$ cat src/rtl/rv32i_pkg.sv
// Shared RV32I definitions for the fetch/decode boundary: opcodes, the NOP word
// and the packed entry carried through the IF/ID queue.
package rv32i_pkg;

  localparam int PC_W = 11;
  localparam int XLEN = 32;

  localparam logic [6:0] OPC_BRANCH = 7'b1100011;
  localparam logic [6:0] OPC_JAL    = 7'b1101111;
  localparam logic [6:0] OPC_JALR   = 7'b1100111;

  localparam logic [XLEN-1:0] NOP_INSTR = 32'h0000_0013;

  typedef struct packed {
    logic [PC_W-1:0] pc;
    logic [XLEN-1:0] instr;
    logic            is_br;
    logic            is_jmp;
  } if_id_entry_t;

endpackage

$ cat src/rtl/rv32i_predecode.sv
// Combinational opcode classifier feeding the queue write port, so the
// branch/jump flags are stored alongside each entry rather than decoded at the head.
module rv32i_predecode
  import rv32i_pkg::*;
(
  input  logic [6:0] opcode_i,
  output logic       is_br_o,
  output logic       is_jmp_o
);

  assign is_br_o  = (opcode_i == OPC_BRANCH);
  assign is_jmp_o = (opcode_i == OPC_JAL) || (opcode_i == OPC_JALR);

endmodule

$ cat src/rtl/if_id_queue.sv
// IF/ID decoupling queue: push visible on id_* one cycle later, no bypass.
// if_ready_o depends only on registered occupancy; flush empties the queue next cycle.
module if_id_queue
  import rv32i_pkg::*;
#(
  parameter int              DEPTH = 2,
  parameter logic [XLEN-1:0] NOP   = NOP_INSTR
) (
  input  logic                     clk,
  input  logic                     rst,
  input  logic                     if_valid_i,
  input  logic [PC_W-1:0]          if_pc_i,
  input  logic [XLEN-1:0]          if_instr_i,
  output logic                     if_ready_o,
  input  logic                     flush_i,
  output logic                     id_valid_o,
  input  logic                     id_ready_i,
  output logic [PC_W-1:0]          id_pc_o,
  output logic [XLEN-1:0]          id_instr_o,
  output logic                     id_is_br_o,
  output logic                     id_is_jmp_o,
  output logic [$clog2(DEPTH):0]   count_o
);

  localparam int PTR_W = $clog2(DEPTH);
  localparam int CNT_W = PTR_W + 1;

  if_id_entry_t     mem_q [DEPTH];
  if_id_entry_t     mem_d [DEPTH];
  logic [PTR_W-1:0] wr_ptr_q, wr_ptr_d;
  logic [PTR_W-1:0] rd_ptr_q, rd_ptr_d;
  logic [CNT_W-1:0] count_q, count_d;

  logic         push;
  logic         pop;
  logic         empty;
  logic         pd_is_br;
  logic         pd_is_jmp;
  if_id_entry_t push_entry;
  if_id_entry_t head;

  rv32i_predecode u_predecode (
    .opcode_i (if_instr_i[6:0]),
    .is_br_o  (pd_is_br),
    .is_jmp_o (pd_is_jmp)
  );

  // A full queue refuses pushes even if decode pops in the same cycle, keeping
  // id_ready_i off the fetch handshake path.
  assign if_ready_o = (count_q != CNT_W'(DEPTH));
  assign empty      = (count_q == '0);

  assign push = if_valid_i & if_ready_o & ~flush_i;
  assign pop  = id_valid_o & id_ready_i & ~flush_i;

  always_comb begin
    push_entry.pc     = if_pc_i;
    push_entry.instr  = if_instr_i;
    push_entry.is_br  = pd_is_br;
    push_entry.is_jmp = pd_is_jmp;
  end

  always_comb begin
    mem_d    = mem_q;
    wr_ptr_d = wr_ptr_q;
    rd_ptr_d = rd_ptr_q;
    count_d  = count_q;

    if (flush_i) begin
      wr_ptr_d = '0;
      rd_ptr_d = '0;
      count_d  = '0;
    end else begin
      if (push) begin
        mem_d[wr_ptr_q] = push_entry;
        wr_ptr_d        = wr_ptr_q + PTR_W'(1);
      end
      if (pop) begin
        rd_ptr_d = rd_ptr_q + PTR_W'(1);
      end
      case ({push, pop})
        2'b10:   count_d = count_q + CNT_W'(1);
        2'b01:   count_d = count_q - CNT_W'(1);
        default: count_d = count_q;
      endcase
    end
  end

  always_ff @(posedge clk) begin
    if (rst) begin
      wr_ptr_q <= '0;
      rd_ptr_q <= '0;
      count_q  <= '0;
    end else begin
      wr_ptr_q <= wr_ptr_d;
      rd_ptr_q <= rd_ptr_d;
      count_q  <= count_d;
    end
  end

  // Entry storage needs no reset: every head output is masked while empty.
  always_ff @(posedge clk) begin
    mem_q <= mem_d;
  end

  assign head = mem_q[rd_ptr_q];

  assign id_valid_o  = ~empty;
  assign id_pc_o     = empty ? '0  : head.pc;
  assign id_instr_o  = empty ? NOP : head.instr;
  assign id_is_br_o  = ~empty & head.is_br;
  assign id_is_jmp_o = ~empty & head.is_jmp;
  assign count_o     = count_q;

endmodule
$ cat config.mk
export PLATFORM = sky130hd
export DESIGN_NAME = if_id_queue
export DESIGN_NICKNAME = d
export VERILOG_FILES = /design/src/rtl/rv32i_pkg.sv /design/src/rtl/rv32i_predecode.sv /design/src/rtl/if_id_queue.sv
export SDC_FILE = /design/constraint.sdc
export NUM_CORES = 1
export LEC_CHECK = 0
export CORE_AREA = 2 2 113 115
export CTS_BUF_LIST = sky130_fd_sc_hd__clkbuf_8
export DETAILED_ROUTE_END_ITERATION = 10
export DIE_AREA = 0 0 115 117
export PLACE_DENSITY = 0.64
export SKIP_LAST_GASP = 1
export SYNTH_ARGS = -nofsm -noshare
export SYNTH_HDL_FRONTEND = slang
export SYNTH_SLANG_ARGS = --single-unit
$ cat constraint.sdc
create_clock -name clk -period 9.4 [get_ports clk]
set_input_delay 1.88 -clock clk [delete_from_list [all_inputs] [get_ports clk]]
set_output_delay 1.88 -clock clk [all_outputs]
set_load 0.05 [all_outputs]
==> out/results.ini <==
[timing]
fin_crit_ns = 4.40
fmax_ghz = 0.227
maxSlewHeadroom = 0.321
hold_violations = 0
slew_viol_final = 0
holdWs_ns = 0.507
finalSetupViolations = 0
fin_skew_ns = 0.00689
setup_ws_ns = 5.00
tightest_slew_ns = 1.02
rsz0062_at_grt = no
fin_crit_sh = 0.468
fin_tns_setup_ns = 0

[drt]
viasPerCell = 4.33
ant_nets = 0
drtIter0Drc = 95
first_pass_iters = 4
wl_per_cell_um = 14.2
wirelength_um = 6780
drc_errors = 0
vias = 2064

[logic_synthesis]
synth_area_mm2 = 0.00362
syn_nets = 271
synth_top_family_by_area = multiplexers
syn_avg_cell_area_um2 = 16.3
synth_top_area_cell = edfxtp_1
ys_ff_latch = 94
yosysSeqAreaShare = 0.769
yosysTopAreaCellShare = 0.747
synth-compound-area-share = 0.00692
synth_mux_area_frac = 0.125
synthAdderAreaFrac = 0.00346
yosys_warnings = 0
synth_cells = 222
synthSimpleGateAreaFrac = 0.0681
ys_types = 19
synth-xor-area-share = 0.00726
yosys-top-cells-area = edfxtp_1, mux2i_1, nor2_1

[worst_setup_path]
path_class = register to output pin
worstPathRequired_ns = 7.52
cp_max_fo = 25
slowest_stage = clkdlybuf4s50_1
crit_chain = nor2_4 > buf_4 > inv_1 > nand2_1 > clkdlybuf4s50_1
crit_arrival_ns = 2.52
start_kind = register
slowest_delay_ns = 0.80
endpoint_kind = output pin

[grt]
grt.overflow.total = 0
grt_pass1_vias = 2094
grt_pass1_wl_um = 10200
grt_max_degree = 47
antenna_found_initial = 0
grtUsageTotal = 0.104

[floorplanning]
dieArea_mm2 = 0.0135
ioPinCount = 97
die_w_um = 115
start_util = 0.294
die_height_um = 117
num_rows = 41
core_mm2 = 0.0123

[final_layout]
drive_gt1_frac = 0.0581
stdcell_count = 477
final_cell_mix = clkdlybuf4s50_1, edfxtp_1, nor2_1
n_antenna_cell = 0
final_common_cell = clkdlybuf4s50_1
syn_to_final_growth_pct = 35.7
fillers = 1170
nets = 371

[clock_network]
hold_buffers = 0
cts_resized = 0
clkLatencyLatePin_ns = 0.35
htreeDepth = 3
post-cts-setup-buffers = 0
clkTransAtPathRegs_ns = 0.08
clock_sinks = 94
numCtsBuffers = 9
cts_buffer_depth = 2
cts_tree = done
clockRootBuffer = clkbuf_8

[run_status]
status = completed

[placement]
pre_cts_slack_ns = 5.31
post-place-cells = 461
port_buffers = 96
hpwl_um = 4540
place_congestion = 0.625

[power_and_ir_drop]
max-vdd-ir-drop_mv = 0.0679
p_per_area_mw_per_mm2 = 158
p_total_mw = 0.777
p_leak_nw = 1.55

[run]
drv_cap = 0

[hold_path]
hold_class = register to register

[registers in the layout, summed over array words and instances, names as in the netlist]
name	count
count_o	2
mem_q	90
rd_ptr_q	1
wr_ptr_q	1
[worst paths after layout]
check | start | end | slack [ns] | cells past startpoint
max | count_o[0] | id_instr_o[1] | 5.00 | 5
min reg2reg | wr_ptr_q | wr_ptr_q | 0.51 | 2
max reg2reg | count_o[0] | mem_q[60] | 7.25 | 3
min | wr_ptr_q | wr_ptr_q | 0.51 | 2
[metrics by stage]
stage	cell area (µm²)	utilization
after floorplan	3620	-
after global placement	4740	0.385
after detailed placement	4740	0.385
after CTS	4910	0.399
after global routing	4910	0.399
final	4910	0.399
[synth_stat cells (all sizes together)]
cell type   n
a21oi       2
buf         9
dfxtp       4
edfxtp     90
ha          1
inv         5
mux2i      45
nand2       3
nand2b      2
nand4       1
nor2       48
nor2b       2
nor3        1
o21ai       3
or2         1
or3         2
xnor2       1
xor2        2
[critical path, delay by kind of cell (launching register included)]
| family | cells | cell delay, ns |
|---|---|---|
| flip-flops | 1 | 0.39 |
| AND/OR/NAND/NOR | 2 | 0.45 |
| buffers and inverters | 3 | 1.30 |
[report_power, final]
group	switching [mW]	leakage, nW	total, mW	internal, mW
clock	0.124	0.101	0.223	0.0988
sequential	0.00417	0.864	0.475	0.470
combinational	0.0448	0.584	0.0792	0.0345
[layer usage]
metal	vias to the layer above	global-route usage	wire (µm)
met5	-	0	0
met1	988	0.114	2810
met3	11	0.0330	408
li1	1008	-	-
met4	0	0.0554	143
met2	57	0.180	3420
[cell type report]
class,count,area (µm²),share of cell area
clock inverters,6,25.0,0.00510
well taps,150,188,0.0382
flip-flops and latches,94,2790,0.568
multi-input cells,114,776,0.158
repair buffers,98,976,0.199
clock buffers,10,138,0.0280
inverters,5,18.8,0.00382
[cell families (layout without fill, tap and decap cells)]
logic type | count (synthesis) | count (layout)
compound gates | 5 | 5
xor+xnor | 3 | 3
fa+ha+maj | 1 | 1
buf+inv | 14 | 119
flops | 94 | 94
mux | 45 | 45
simple gates | 60 | 60
Power figures use the tool's default switching activity.
